### src/rtl/threshold_stream.sv
// Raster fetch of RGB pixel pairs, global binary threshold, 2-cycle output pipeline.
// Optional build macro THRESHOLD_INVERT_EN inverts the threshold polarity.
module threshold_stream #(
    parameter int IMAGE_WIDTH  = 768,
    parameter int IMAGE_HEIGHT = 512,
    parameter int START_DELAY  = 100,
    parameter int HSYNC_DELAY  = 160,
    parameter int ADDR_WIDTH   = 18
) (
    input  logic                  clk,
    input  logic                  reset,
    input  logic                  start,
    input  logic [7:0]            threshold_value,
    output logic                  rd_en,
    output logic [ADDR_WIDTH-1:0] rd_addr,
    input  logic [23:0]           rd_data_even,
    input  logic [23:0]           rd_data_odd,
    output logic                  horizontal_Pulse,
    output logic [7:0]            data_Red_Even,
    output logic [7:0]            data_Green_Even,
    output logic [7:0]            data_Blue_Even,
    output logic [7:0]            data_Red_Odd,
    output logic [7:0]            data_Green_Odd,
    output logic [7:0]            data_Blue_Odd,
    output logic                  busy,
    output logic                  frame_done
);

    localparam int HALF = IMAGE_WIDTH / 2;
    localparam int DMAX = (START_DELAY > HSYNC_DELAY) ? START_DELAY : HSYNC_DELAY;
    localparam int CW   = $clog2(HALF + 1);
    localparam int RW   = $clog2(IMAGE_HEIGHT + 1);
    localparam int DW   = $clog2(DMAX + 3);

`ifdef THRESHOLD_INVERT_EN
    localparam logic INVERT = 1'b1;
`else
    localparam logic INVERT = 1'b0;
`endif

    typedef enum logic [2:0] {IDLE, START_WAIT, LINE, GAP, FLUSH} state_t;

    state_t        state;
    logic [CW-1:0] col;
    logic [RW-1:0] row;
    logic [DW-1:0] dly;
    logic [7:0]    t_reg;
    logic          pulse_d1;

    // rd_addr is kept as a running pair counter; it equals row*HALF+col because
    // it advances only in LINE and GAP leaves it untouched.
    always_ff @(posedge clk or negedge reset) begin
        if (!reset) begin
            state      <= IDLE;
            col        <= '0;
            row        <= '0;
            dly        <= '0;
            t_reg      <= '0;
            rd_en      <= 1'b0;
            rd_addr    <= '0;
            busy       <= 1'b0;
            frame_done <= 1'b0;
        end else begin
            frame_done <= 1'b0;
            case (state)
                IDLE: begin
                    if (start) begin
                        t_reg <= threshold_value;
                        busy  <= 1'b1;
                        dly   <= '0;
                        state <= START_WAIT;
                    end
                end
                START_WAIT: begin
                    if (dly == DW'(START_DELAY - 1)) begin
                        dly     <= '0;
                        row     <= '0;
                        col     <= '0;
                        rd_addr <= '0;
                        rd_en   <= 1'b1;
                        state   <= LINE;
                    end else begin
                        dly <= dly + 1'b1;
                    end
                end
                LINE: begin
                    rd_addr <= rd_addr + 1'b1;
                    if (col == CW'(HALF - 1)) begin
                        col   <= '0;
                        row   <= row + 1'b1;
                        rd_en <= 1'b0;
                        state <= (row == RW'(IMAGE_HEIGHT - 1)) ? FLUSH : GAP;
                    end else begin
                        col <= col + 1'b1;
                    end
                end
                GAP: begin
                    if (dly == DW'(HSYNC_DELAY - 1)) begin
                        dly   <= '0;
                        rd_en <= 1'b1;
                        state <= LINE;
                    end else begin
                        dly <= dly + 1'b1;
                    end
                end
                FLUSH: begin
                    // Two drain cycles, then frame_done is high for one cycle while still in FLUSH.
                    dly <= dly + 1'b1;
                    if (dly == DW'(1)) frame_done <= 1'b1;
                    if (dly == DW'(2)) begin
                        dly   <= '0;
                        busy  <= 1'b0;
                        state <= IDLE;
                    end
                end
                default: state <= IDLE;
            endcase
        end
    end

    function automatic logic [7:0] binarize(input logic [23:0] px, input logic [7:0] t);
        logic [9:0] sum;
        logic [9:0] t3;
        sum = {2'b00, px[23:16]} + {2'b00, px[15:8]} + {2'b00, px[7:0]};
        t3  = {2'b00, t} + {1'b0, t, 1'b0};
        return ((sum > t3) ^ INVERT) ? 8'hFF : 8'h00;
    endfunction

    always_ff @(posedge clk or negedge reset) begin
        if (!reset) begin
            pulse_d1         <= 1'b0;
            horizontal_Pulse <= 1'b0;
            data_Red_Even    <= '0;
            data_Green_Even  <= '0;
            data_Blue_Even   <= '0;
            data_Red_Odd     <= '0;
            data_Green_Odd   <= '0;
            data_Blue_Odd    <= '0;
        end else begin
            pulse_d1         <= rd_en;
            horizontal_Pulse <= pulse_d1;
            if (pulse_d1) begin
                data_Red_Even   <= binarize(rd_data_even, t_reg);
                data_Green_Even <= binarize(rd_data_even, t_reg);
                data_Blue_Even  <= binarize(rd_data_even, t_reg);
                data_Red_Odd    <= binarize(rd_data_odd, t_reg);
                data_Green_Odd  <= binarize(rd_data_odd, t_reg);
                data_Blue_Odd   <= binarize(rd_data_odd, t_reg);
            end
        end
    end

endmodule

### config.mk
export PLATFORM = sky130hd
export DESIGN_NAME = threshold_stream
export DESIGN_NICKNAME = d
export VERILOG_FILES = /design/src/rtl/threshold_stream.sv
export SDC_FILE = /design/constraint.sdc
export NUM_CORES = 1
export LEC_CHECK = 0
export CAP_MARGIN = 20
export CORE_AREA = 3 3 149 151
export CTS_CLUSTER_SIZE = 24
export DETAILED_ROUTE_END_ITERATION = 8
export DIE_AREA = 0 0 152 154
export GPL_TIMING_DRIVEN = 0
export PLACE_DENSITY = 0.43
export SETUP_SLACK_MARGIN = 0.15
export SYNTH_ARGS = -nofsm -noshare
export SYNTH_HDL_FRONTEND = slang
export SYNTH_SLANG_ARGS = --single-unit
### constraint.sdc
create_clock -name clk -period 3.8 [get_ports clk]
set_input_delay 0.57 -clock clk [delete_from_list [all_inputs] [get_ports clk]]
set_output_delay 0.57 -clock clk [all_outputs]
set_load 0.02 [all_outputs]
; Word level (Yosys, flattened, before mapping)
; Index checks and enable logic that the tools add are counted.
[word_totals]
register_bits = 77
word_cells = 82
in_bits = 59
out_inout_bits = 70
[classes]
n_addsub = 9
mux = 31
magnitude_cmp = 2
n_eq_ne = 15
reduce_logical = 12
[op_table]
columns = op, n
row1 = $mux 8, 6
row2 = $pmux 18 s2, 1
row3 = $pmux 8 s4, 1
row4 = $add 9x8->10, 2
row5 = $gt 10x10->1, 2
row6 = $mux 10, 2
row7 = $pmux 10 s2, 1
row8 = $add 18x1->18 const B, 1
row9 = $add 8x8->9, 2
row10 = $mux 18, 1
row11 = $mux 3, 6
row12 = $mux 9, 2
row13 = $pmux 9 s2, 1
row14 = $pmux 3 s5, 1
row15 = $add 10x1->10 const B, 1
row16 = $add 8x9->10, 1
row17 = $eq 10x9->1 const B, 1
row18 = $ne 2x2->1 const B, 5
row19 = $add 9x1->9 const B, 1
row20 = $eq 9x9->1 const B, 1
row21 = $add 8x1->8 const B, 1
row22 = $eq 8x1->1 const B, 1
row23 = $eq 8x2->1 const B, 1
row24 = $eq 8x7->1 const B, 1
row25 = 15 further kinds, 26

; Logic depth before layout (Yosys ltp)
; Gate-level depths: netlist (run 1).
[depth]
depth_word = 4
ltp_mapped = 16
depth_no_buf = 16

; Worst setup path before layout (run 1)
; No wires, ideal clock.
[synth_timing]
path_kind = input -> register
from = input rd_data_odd[1]
to = register data_Blue_Odd[6]
setup_slack_ns = 0.226
arrival_time_ns = 3.436
path_stages = 15
n_path_buf = 0
required_ns = 3.662
setup_ns = 0.138
path_cell_list = inv_1 fa_1 inv_1 ha_1 inv_1 fa_1 nor2b_1 o21ai_0 a21boi_0 nor4_1 nor3_1 ha_1 a211o_1 a2111oi_0 o32ai_1
[synth_via]
elab_chain_len = 3
[synth_lines]
columns = element, line
row1 = "start, declared", 17  ; input logic [23:0] rd_data_odd,
row2 = $add 9x8->10, 124  ; sum = {2'b00, px[23:16]} + {2'b00, px[15:8]} + {2'b00, px[7:0]};
row3 = $gt 10x10->1, 126  ; return ((sum > t3) ^ INVERT) ? 8'hFF : 8'h00;
row4 = $mux 8, 126
row5 = "end signal, assigned", 148  ; data_Blue_Odd <= binarize(rd_data_odd, t_reg);
row6 = "end, declared", 24  ; output logic [7:0] data_Blue_Odd,
; No other way between the ends.
; A chain may end at the register's enable or synchronous reset.

; Final worst setup path (run 1)
[layout_timing]
from = input rd_data_odd[3]
to = register data_Blue_Odd[6]
; The elaborated chain is that of the path after synthesis.

==> metrics.md, run 1 <==
| Metric | Value |
|---|---|
| Warnings from Yosys | 0 |
| DRC violations left | 0 |
| Synthesis-to-finish area growth | 39.8% |
| Core area | 21,000 sq um |
| Initial Util | 0.248 |
| Largest area contributor in the netlist | dfrtp_1 |
| Hold-fix buffers, CTS | 0 |
| Post-synth EDFFs | 0 |
| Status | completed |
| Multiplexer share of the synthesized area | 0.0224 |
| Max reg flops | 18 |
| Mapped cell area | 5200 sq um |
| GRT Overall Usage | 0.121 |
| RR Endpoint | data_Blue_Odd[6]$_DFFE_PN0P_ |
| Area share of the largest cell type after synthesis | 0.303 |
| Routed len/inst | 14.1 um |
| Pin count of the biggest net entering global routing | 64 |
| Worst path slowest cell | fa_1 |
| Peak Freq | 0.279 GHz |
| CP cell instances | clkdlybuf4s50_1, fa_1, ha_4, nor2b_2, o21ai_2, a21boi_2, o31a_1, nor3_2, ha_1, a211o_1, a2111oi_4, o32ai_2 |
| Clock Skew | 0.00672 ns |
| Count leader, synth | dfrtp_1 |
| First drt pass iteration count | 6 |
| Fraction of the mapped netlist area in compound gates | 0.163 |
| CP endpoint | data_Blue_Odd[6]$_DFFE_PN0P_ |
| Post-synthesis xor/xnor area fraction | 0.0337 |
| Worst-Skew Late Latency | 0.33 ns |
| Largest cells by area after synthesis | dfrtp_1 (30%), ha_1 (12%), fa_1 (7.3%), buf_4 (6.6%), o21ai_0 (4.9%) |
| Post-synthesis simple-gate area fraction | 0.179 |
| Synth top cells by count | dfrtp_1 (63), o21ai_0 (51), ha_1 (49) |
| Largest family of logic cells by synthesized area | adder cells |
| Worst setup margin | 0.220 ns |
| Hold Crit Class | in2async |
| Worst R2R Setup Slack | 0.40 ns |
| Clock transition at path regs | 0.05 ns |
| IO Pins | 129 |
| Fill count | 2,169 |
| Vias | 4,631 |
| Global-route wire length before repair | 23.7 mm |
| CTS Root Buffer Type | clkbuf_16 |
| GR Overflow Total | 0 |
| Pre-CTS setup slack | -0.627 ns |
| Largest Register | rd_addr |
| Die W | 152 um |
| Die Height | 154 um |
| R2r startpoint | t_reg[0]$_DFFE_PN0P_ |
| H-tree levels | 3 |
| R2R cell count | 12 |
| Critical path endpoint category | flip-flop |
| Clock buffer count from CTS | 9 |
| Setup violators final | 0 |
| Ant. Diodes | 0 |
| Final Critical Period | 3.58 ns |
| Max-cap violations | 0 |
| I/O Buffers | 128 |
| RSZ-0062 raised after global routing | false |
| Initial antenna violation count | 0 |
| Nets@finish | 843 |
| Row Count | 53 |
| Arr. time, crit path | 3.78 ns |
| Fraction of layout cells with a size suffix above 1 | 0.146 |
| Routed wire length | 14.0 mm |
| Post-synthesis sequential area ratio | 0.303 |
| Ys async rst share | 1.00 |
| Largest regs | rd_addr (18), row (10), col (9) |
| Max rail drop VDD | 215 uV |
| DP Area | 6820 sq um |
| FF+latch count, synth | 63 |
| Yosys cell types | 64 |
| Longest Clk Path Bufs | 2 |
| GP Congestion | 0.800 |
| Synthesized instance count | 573 |
| Final Cell Area | 7270 sq um |
| Startpoint Class | input pin |
| Slew of the pin with the lowest slew margin | 0.837 ns |
| Die ar. | 23,400 sq um |
| Final period util | 0.942 |
| Kind of critical path | in2reg |
| Post-DP HPWL | 10.8 mm |
| Worst Path Required | 4.00 ns |
| Syn avg cell area | 9.08 sq um |
| Vias per std cell | 4.65 |
| Final ANT Viol Nets | 0 |
| Synthesized netlist net count | 700 |
| Ys flop type | dfrtp_1 |
| Initial drt markers | 157 |
| Post-Synth Adder-Cell Area | 0.191 |
| Clk sinks | 63 |
| Slew margin rel. | 0.442 |
| Crit. Startpoint | rd_data_odd[3] |
| Crit path max-delay family | compound AO/OA/AOI/OAI gates |
| CP peak stage delay | 0.61 ns |
| TritonCTS clock tree | done |
| Pwr/cell area | 287 nW/um^2 |
| Lkg Pwr | 3.29 nW |
| Buf+Inv Stages, Crit Path | 1 |
| Number of global-route vias before repair | 4,685 |
| Worst path depth | 12 |
| Hold Vio Cnt, Final | 0 |
| Final Max Slew Viols | 0 |
| Worst-path fanout max | 4 |
placed cells by master, fill, tap and decap left out, drive strengths merged, types with 6 or more instances in the layout:
cell type,n
a21o,6
a21oi,25
a31oi,6
and3,8
buf,55
clkbuf,19
clkdlybuf4s50,122
dfrtp,63
fa,19
ha,49
inv,42
mux2i,6
nand2,36
nand3,25
nand4,17
nor2,46
nor2b,6
nor3,8
o21ai,51
o31ai,8
or3,7
xnor2,9
xor2,11
cells by family after synthesis:
kind of cell | count (synthesis)
fa+ha+maj | 68
mux | 11
flops | 63
buf+inv | 100
simple gates | 176
compound gates | 135
xor+xnor | 20
report_power, final:
| group | switching (mW) | internal, mW |
|---|---|---|
| Sequential | 0 | 0.671 |
| Clock | 0.293 | 0.586 |
| Combinational | 0.264 | 0.270 |
| Total | 0.557 | 1.53 |
worst min path at each step:
stage	slack, ns	depth (start not counted)	from	end
6_report	0.33	1	reset	rd_addr[5]$_DFFE_PN0P_
4_1_cts	0.38	1	reset	rd_addr[5]$_DFFE_PN0P_
5_1_grt	0.41	1	reset	rd_addr[5]$_DFFE_PN0P_
2_1_floorplan	0.27	0	reset	busy$_DFFE_PN0P_
3_3_place_gp	0.47	1	rd_addr[17]$_DFFE_PN0P_	rd_addr[17]$_DFFE_PN0P_
3_5_place_dp	0.47	0	rd_en$_DFFE_PN0P_	pulse_d1$_DFF_PN0_
cell type report:
type / count / area [sq um] / area share
clock buffer: 11 / 243 / 0.0334
clock inverter: 4 / 70.1 / 0.00964
multi-input combinational: 410 / 3160 / 0.434
sequential: 63 / 1580 / 0.217
buffer: 58 / 402 / 0.0552
timing repair buffer: 132 / 1320 / 0.182
inverter: 42 / 158 / 0.0217
tap: 275 / 344 / 0.0473
per-stage QoR:
stage,total power [mW],TNS [ns],hold WS [ns],utilization,cells
4_1_cts,2.08,0,0.376,0.342,991
6_report,2.08,0,0.330,0.347,995
3_5_place_dp,1.16,-0.893,0.472,0.326,976
5_1_grt,2.22,0,0.408,0.347,995
2_1_floorplan,1.00,0,0.274,-,573
3_3_place_gp,1.15,-9.39,0.465,0.326,976
timing repair:
item | in CTS | in global routing
hold endpoints to repair | 0 | 0
resized for setup | 8 | 21
pin swaps | 6 | 24
setup endpoints to repair | 2 | 2
setup buffers | 0 | 4
per-layer routing:
layer  vias up  wire length [um]  track usage
li1       2292                 -            -
met1      2236              6540        0.160
met2        89              6760        0.196
met3        14               490       0.0296
met4         0               244       0.0364
met5         -                 0            0
Power figures use the tool's default switching activity.
==> run 2: changes to the inputs <==
- ABC_AREA: default -> 1
- CORE_AREA: 3 3 149 151 -> 3 3 156 158
- DIE_AREA: 0 0 152 154 -> 0 0 159 161
- GPL_TIMING_DRIVEN: 0 -> default
- PLACE_DENSITY: 0.43 -> 0.42
==> metrics.md, run 2 <==
| Metric | Value |
|---|---|
| H-tree levels | 3 (unchanged) |
| Vias per std cell | 4.23 (-9.1%) |
| Post-DP HPWL | 11.3 mm (+5.1%) |
| Longest Clk Path Bufs | 2 (unchanged) |
| Nets@finish | 984 (+17%) |
| Setup violators final | 0 (unchanged) |
| R2R cell count | 14 (+2) |
| Status | completed |
| Count leader, synth | nand2_1 |
| Final Critical Period | 3.40 ns (-0.180 ns) |
| Core area | 23,300 sq um (+11%) |
| Ys async rst share | 1.00 (unchanged) |
| GRT Overall Usage | 0.118 (-0.00259) |
| Warnings from Yosys | 0 (unchanged) |
| Worst-Skew Late Latency | 0.34 ns (about the same) |
| Ys flop type | dfrtp_1 |
| Largest area contributor in the netlist | dfrtp_1 |
| Pwr/cell area | 702 nW/um^2 (+140%) |
| Fraction of the mapped netlist area in compound gates | 0.0921 (-0.0710) |
| Synthesis-to-finish area growth | 27.1% |
| CTS Root Buffer Type | clkbuf_16 |
| Die ar. | 25,600 sq um (+9.4%) |
| Clock buffer count from CTS | 9 (unchanged) |
| Largest regs | rd_addr (18), row (10), col (9) |
| Combinational share of power | 0.650 (+0.394) |
| Post-synth EDFFs | 0 (unchanged) |
| Setup Fix Bufs, Post-CTS | 0 (unchanged) |
| Die Height | 161 um (+4.5%) |
| Kind of critical path | in2reg |
| Net Switching | 2.50 mW (+350%) |
| Clk sinks | 63 (unchanged) |
| Initial Util | 0.248 (-0.000468) |
| Post-Synth Adder-Cell Area | 0.172 (-0.0186) |
| Yosys cell types | 41 (-36%) |
| Hold Vio Cnt, Final | 0 (unchanged) |
| DRC violations left | 0 (unchanged) |
| Die W | 159 um (+4.6%) |
| Power Total | 5.14 mW (+150%) |
| Mapped cell area | 5760 sq um (+11%) |
| Clock Skew | 0.0118 ns (+0.00509 ns) |
| Worst path slowest cell | fa_1 |
| Arr. time, crit path | 3.63 ns (-0.15 ns) |
| Multiplexer share of the synthesized area | 0.00977 (-0.0126) |
| Max-cap violations | 0 (unchanged) |
| Worst path depth | 19 (+7) |
| Post-synthesis xor/xnor area fraction | 0.0350 (+0.00128) |
| Clock share of power | 0.147 (-0.274) |
| CP cell instances | clkdlybuf4s50_1, inv_1, fa_1, inv_1, ha_1, fa_1, nand3_1, nand2_1, a21oi_2, nor2_1, nor2_1, nor2_1, ha_1, nand2_1, nor2_2, o211ai_1, nand3_1, nand2_1, nand2_1 |
| Most common cell after layout, fill and taps aside | nand2_1 |
| Number of global-route vias before repair | 5,030 (+7.4%) |
| Worst Path Required | 4.03 ns (+0.03 ns) |
| Lkg Pwr | 3.41 nW (+3.6%) |
| Row Count | 56 (+5.7%) |
| Internal Power | 2.64 mW (+73%) |
| I/O Buffers | 128 (unchanged) |
| Max rail drop VDD | 346 uV (+61%) |
| Syn avg cell area | 7.49 sq um (-17%) |
| Startpoint Class | input pin |
| Sequential share of power | 0.204 (-0.118) |
| Buf+Inv Stages, Crit Path | 3 (+2) |
| Area share of the largest cell type after synthesis | 0.274 (-0.0295) |
| Slew margin rel. | 0.414 (-0.0283) |
| IO Pins | 129 (unchanged) |
| Hold-fix buffers, CTS | 0 (unchanged) |
| Crit-path most repeated cell | nand2_1 |
| Final Max Slew Viols | 0 (unchanged) |
| TritonCTS clock tree | done |
| Global-route wire length before repair | 25.0 mm (+5.5%) |
| Synthesized instance count | 769 (+34%) |
| Hold Crit Class | reg2reg |
| Hold Path Depth | 0 |
| RSZ-0062 raised after global routing | false |
| Routed wire length | 14.6 mm (+4.4%) |
| Slew of the pin with the lowest slew margin | 0.879 ns (+0.0424 ns) |
| Post-synthesis simple-gate area fraction | 0.277 (+0.0974) |
| Worst R2R Setup Slack | 1.12 ns (+0.72 ns) |
| First drt pass iteration count | 4 (-2) |
| Fraction of layout cells with a size suffix above 1 | 0.0569 (-0.0889) |
| Synth top cells by count | nand2_1 (188), inv_1 (105), nor2_1 (64) |
| Synthesized netlist net count | 896 (+28%) |
| Routed len/inst | 12.4 um (-12%) |
| Clock transition at path regs | 0.06 ns (about the same) |
| Largest cells by area after synthesis | dfrtp_1 (27%), nand2_1 (12%), ha_1 (11%), inv_1 (6.8%), fa_1 (6.6%) |
| Final period util | 0.895 (-0.0473) |
| Worst-path fanout max | 3 (-1) |
| Pin count of the biggest net entering global routing | 64 (unchanged) |
| GR Overflow Total | 0 (unchanged) |
| Largest family of logic cells by synthesized area | simple AND/OR/NAND/NOR gates |
| Initial antenna violation count | 0 (unchanged) |
| Switch share | 0.486 (+0.219) |
| Leading cell types in the layout, fill and taps excluded | nand2_1 (188), clkdlybuf4s50_1 (127), inv_1 (105) |
| Post-synthesis sequential area ratio | 0.274 (-0.0295) |
| Initial drt markers | 232 (+48%) |
| Crit path max-delay family | adder cells |
| Final ANT Viol Nets | 0 (unchanged) |
| Critical path endpoint category | flip-flop |
| Peak Freq | 0.294 GHz (+5.3%) |
| Largest Register | rd_addr |
| FF+latch count, synth | 63 (unchanged) |
| Worst hold slack | 0.406 ns (+0.0758 ns) |
| Ant. Diodes | 0 (unchanged) |
| Vias | 4,992 (+7.8%) |
| GP Congestion | 0.784 (-2.1%) |
| Max reg flops | 18 (unchanged) |
| CP peak stage delay | 0.52 ns (-0.09 ns) |
[run 2: cell count changes after synthesis, sizes merged, moves of 6 or more]
cell    previous run  this run
a21oi             25        34
and3               8         1
clkbuf             8         1
inv               42       108
mux2i              6         0
nand2             36       200
nand3             25        58
nor2              46        71
nor2b              6         0
o21ai             51        30
o31ai              8         1
or3                7         0
[run 2: layout make-up]
class | instances | area (sq um)
Timing Repair Buffer | 130 | 1290
Inverter | 108 | 405
Sequential cell | 63 | 1580
Clock buffer | 14 | 254
Fill cell | 2537 | 15900
Tap cell | 319 | 399
Clock inverter | 1 | 5.00
Multi-Input combinational cell | 545 | 3390
[run 2: final timing paths]
check,from,endpoint
worst max register to register,t_reg[0]$_DFFE_PN0P_,data_Blue_Even[6]$_DFFE_PN0P_
worst min register to register,pulse_d1$_DFF_PN0_,horizontal_Pulse$_DFF_PN0_
min in group asynchronous,reset,rd_addr[13]$_DFFE_PN0P_
worst min-delay path,pulse_d1$_DFF_PN0_,horizontal_Pulse$_DFF_PN0_
max in group asynchronous,reset,t_reg[5]$_DFFE_PN0P_
worst max-delay path,rd_data_even[1],data_Blue_Even[6]$_DFFE_PN0P_
[run 2: worst register-to-register path, cell delays in order, from the launching register on]
cell and delay, ns:
dfrtp_1 0.43, ha_1 0.20, inv_1 0.05, fa_1 0.39, inv_1 0.10, nand4_1 0.10, o211ai_1 0.14, xor2_1 0.37
ha_1 0.32, nand2_1 0.11, nor2_2 0.05, o211ai_1 0.10, nand3_1 0.10, nand2_1 0.07, nand2_1 0.04
[run 2: cells by family after synthesis]
family / after synthesis
AOI/OAI and AO/OA: 91
xor gates and xnor gates: 23
adders and majority gates: 68
buffers and inverters: 161
DFF: 63
muxes: 5
and+or+nand+nor: 358
[run 2: per-stage QoR]
stage | instance area (sq um) | setup WS, ns | util | TNS [ns] | std cells
4_1_cts | 7310 | 0.367 | 0.314 | 0 | 1180
3_3_place_gp | 7050 | 0.0332 | 0.303 | 0 | 1165
6_report | 7320 | 0.400 | 0.315 | 0 | 1180
3_5_place_dp | 7050 | -0.000633 | 0.303 | -0.000633 | 1165
5_1_grt | 7320 | 0.160 | 0.315 | 0 | 1180
2_1_floorplan | 5760 | 0.671 | - | 0 | 769
[run 2: routing by layer]
| layer | vias up | wire (um) | track usage |
|---|---|---|---|
| li1 | 2612 | - | - |
| met1 | 2237 | 7030 | 0.153 |
| met2 | 125 | 6690 | 0.199 |
| met3 | 18 | 673 | 0.0221 |
| met4 | 0 | 248 | 0.0418 |
| met5 | - | 0 | 0 |
[run 2: timing repair]
| item | in CTS | in global routing |
|---|---|---|
| hold endpoints to repair | 0 | 0 |
| setup endpoints to repair | 0 | 2 |
| resized for setup | 0 | 4 |
[run 2: power groups by stage]
stage          Clock, mW  Sequential [mW]  Combinational (mW)
2_1_floorplan          0             1.05                2.52
6_report           0.755             1.05                3.34
4_1_cts            0.784             1.05                3.38
3_3_place_gp           0             1.07                3.40
5_1_grt            0.812             1.09                3.85
3_5_place_dp           0             1.06                3.37
==> run 3: changes to the inputs <==
- clock period: 3.8 -> 3.4 ns (I/O delays scaled with it)
==> metrics.md, run 3 (synthesis results as in run 2) <==
| Metric | Value |
|---|---|
| IO Pins | 129 (unchanged) |
| Most common cell after layout, fill and taps aside | nand2_1 |
| Clock Skew | 0.00637 ns (-0.00544 ns) |
| Synthesis-to-finish area growth | 31.7% |
| Max-cap violations | 0 (unchanged) |
| Peak Freq | 0.329 GHz |
| Slew of the pin with the lowest slew margin | 0.678 ns (-0.202 ns) |
| Arr. time, crit path | 3.27 ns (-0.36 ns) |
| Kind of critical path | in2reg |
| Number of global-route vias before repair | 5,070 (+0.80%) |
| Largest regs | rd_addr (18), row (10), col (9) |
| Final ANT Viol Nets | 0 (unchanged) |
| Final Cell Area | 7590 sq um (+3.7%) |
| Die W | 159 um (unchanged) |
| Worst-path fanout max | 3 (unchanged) |
| Die ar. | 25,600 sq um (unchanged) |
| Critical path endpoint category | flip-flop |
| Fin util | 0.326 (+0.0116) |
| RSZ-0062 raised after global routing | true |
| Post-DP HPWL | 11.7 mm (+2.7%) |
| Routed len/inst | 12.3 um (-0.77%) |
| Vias | 5,022 (+0.60%) |
| Global-route wire length before repair | 25.0 mm (about the same) |
| Pwr/cell area | 824 nW/um^2 (+17%) |
| Max rail drop VDD | 373 uV (+7.7%) |
| Hold Vio Cnt, Final | 0 (unchanged) |
| Clock buffer count from CTS | 9 (unchanged) |
| Core area | 23,300 sq um (unchanged) |
| I/O Buffers | 128 (unchanged) |
| Max reg flops | 18 (unchanged) |
| H-tree levels | 3 (unchanged) |
| Longest Clk Path Bufs | 2 (unchanged) |
| Clk sinks | 63 (unchanged) |
| TritonCTS clock tree | done |
| Slew margin rel. | 0.545 (+0.131) |
| Hold-fix buffers, CTS | 0 (unchanged) |
| Setup TNS Final | 0 ns (unchanged) |
| Routed wire length | 14.7 mm (+0.49%) |
| Final period util | 0.895 |
| Row Count | 56 (unchanged) |
| Worst-Skew Late Latency | 0.34 ns (about the same) |
| Initial drt markers | 222 (-4.3%) |
| Startpoint Class | input pin |
| Vias per std cell | 4.20 (-0.66%) |
| DP Area | 7160 sq um (+1.5%) |
| GP Congestion | 0.767 (-2.2%) |
| Nets@finish | 998 (+1.4%) |
| Leading cell types in the layout, fill and taps excluded | nand2_1 (184), clkdlybuf4s50_1 (121), inv_1 (96) |
| Status | completed |
| Clock transition at path regs | 0.06 ns (about the same) |
| GR Overflow Total | 0 (unchanged) |
| Lkg Pwr | 3.55 nW (+4.1%) |
| Fraction of layout cells with a size suffix above 1 | 0.106 (+0.0493) |
| Hold Crit Class | in2async |
| Final Critical Period | 3.04 ns |
| DRC violations left | 0 (unchanged) |
| Ant. Diodes | 0 (unchanged) |
| Initial antenna violation count | 0 (unchanged) |
| Setup violators final | 0 (unchanged) |
| Die Height | 161 um (unchanged) |
| Setup Fix Bufs, Post-CTS | 0 (unchanged) |
| CTS Root Buffer Type | clkbuf_16 |
| Final Max Slew Viols | 0 (unchanged) |
| Pin count of the biggest net entering global routing | 30 (-53%) |
| First drt pass iteration count | 4 (unchanged) |
| Initial Util | 0.248 (unchanged) |
| Worst Path Required | 3.63 ns (-0.40 ns) |
| GRT Overall Usage | 0.119 (+0.000888) |
| Largest Register | rd_addr |
[run 3: final timing paths]
kind	from	endpoint	slack, ns	cells after the start
worst max-delay path	rd_data_odd[7]	data_Blue_Odd[6]$_DFFE_PN0P_	0.36	19
worst min-delay path	reset	rd_addr[13]$_DFFE_PN0P_	0.1	1
worst max register to register	t_reg[0]$_DFFE_PN0P_	data_Blue_Odd[6]$_DFFE_PN0P_	0.64	15
worst min register to register	rd_en$_DFFE_PN0P_	pulse_d1$_DFF_PN0_	0.43	0
max in group asynchronous	reset	data_Blue_Odd[6]$_DFFE_PN0P_	2.57	2
min in group clk	rd_en$_DFFE_PN0P_	pulse_d1$_DFF_PN0_	0.43	0
[run 3: area by class of cell]
type	count	area [sq um]
clock buffers	9	225
clock inverters	7	72.6
fillers	2522	15700
inverters	108	408
multi-input cells	545	3500
flip-flops and latches	63	1580
well taps	319	399
repair buffers	144	1410
[run 3: layer usage]
metal | vias to the layer above | global-route usage | wire, um
met1 | 2250 | 0.153 | 7010
li1 | 2632 | - | -
met5 | - | 0 | 0
met2 | 123 | 0.200 | 6760
met4 | 0 | 0.0410 | 251
met3 | 17 | 0.0254 | 695
[run 3: timing repair]
action | CTS | global route
setup endpoints to repair | 2 | 2
gates resized for setup | 7 | 36
pin swaps | 3 | 23
[run 3: stage by stage]
stage	setup WS, ns	hold WS [ns]	total power, mW	std cells
2_1_floorplan	0.331	0.214	3.99	769
3_3_place_gp	-0.267	0.412	5.03	1179
3_5_place_dp	-0.331	0.412	4.99	1179
4_1_cts	0.129	0.0996	6.01	1195
5_1_grt	0.140	0.125	6.95	1195
6_report	0.357	0.0954	6.25	1195
[run 3: worst max-delay path: stages]
cell	delay, ns
clkdlybuf4s50_1	0.46
inv_1	0.05
fa_1	0.53
inv_1	0.04
ha_1	0.32
nand2_1	0.08
nand2_1	0.04
a31oi_1	0.18
nand2_1	0.07
nand2_1	0.06
nand2_1	0.06
ha_1	0.27
nand2_1	0.09
nor2_4	0.15
nand3_2	0.09
o21ai_2	0.13
inv_1	0.05
nand2_1	0.05
nand2_1	0.04
[run 3: where the power goes]
group          switching [mW]  internal [mW]  total, mW
Clock                   0.372          0.568      0.940
Combinational            2.39           1.75       4.14
Sequential              0.256          0.918       1.17
Total                    3.02           3.23       6.25
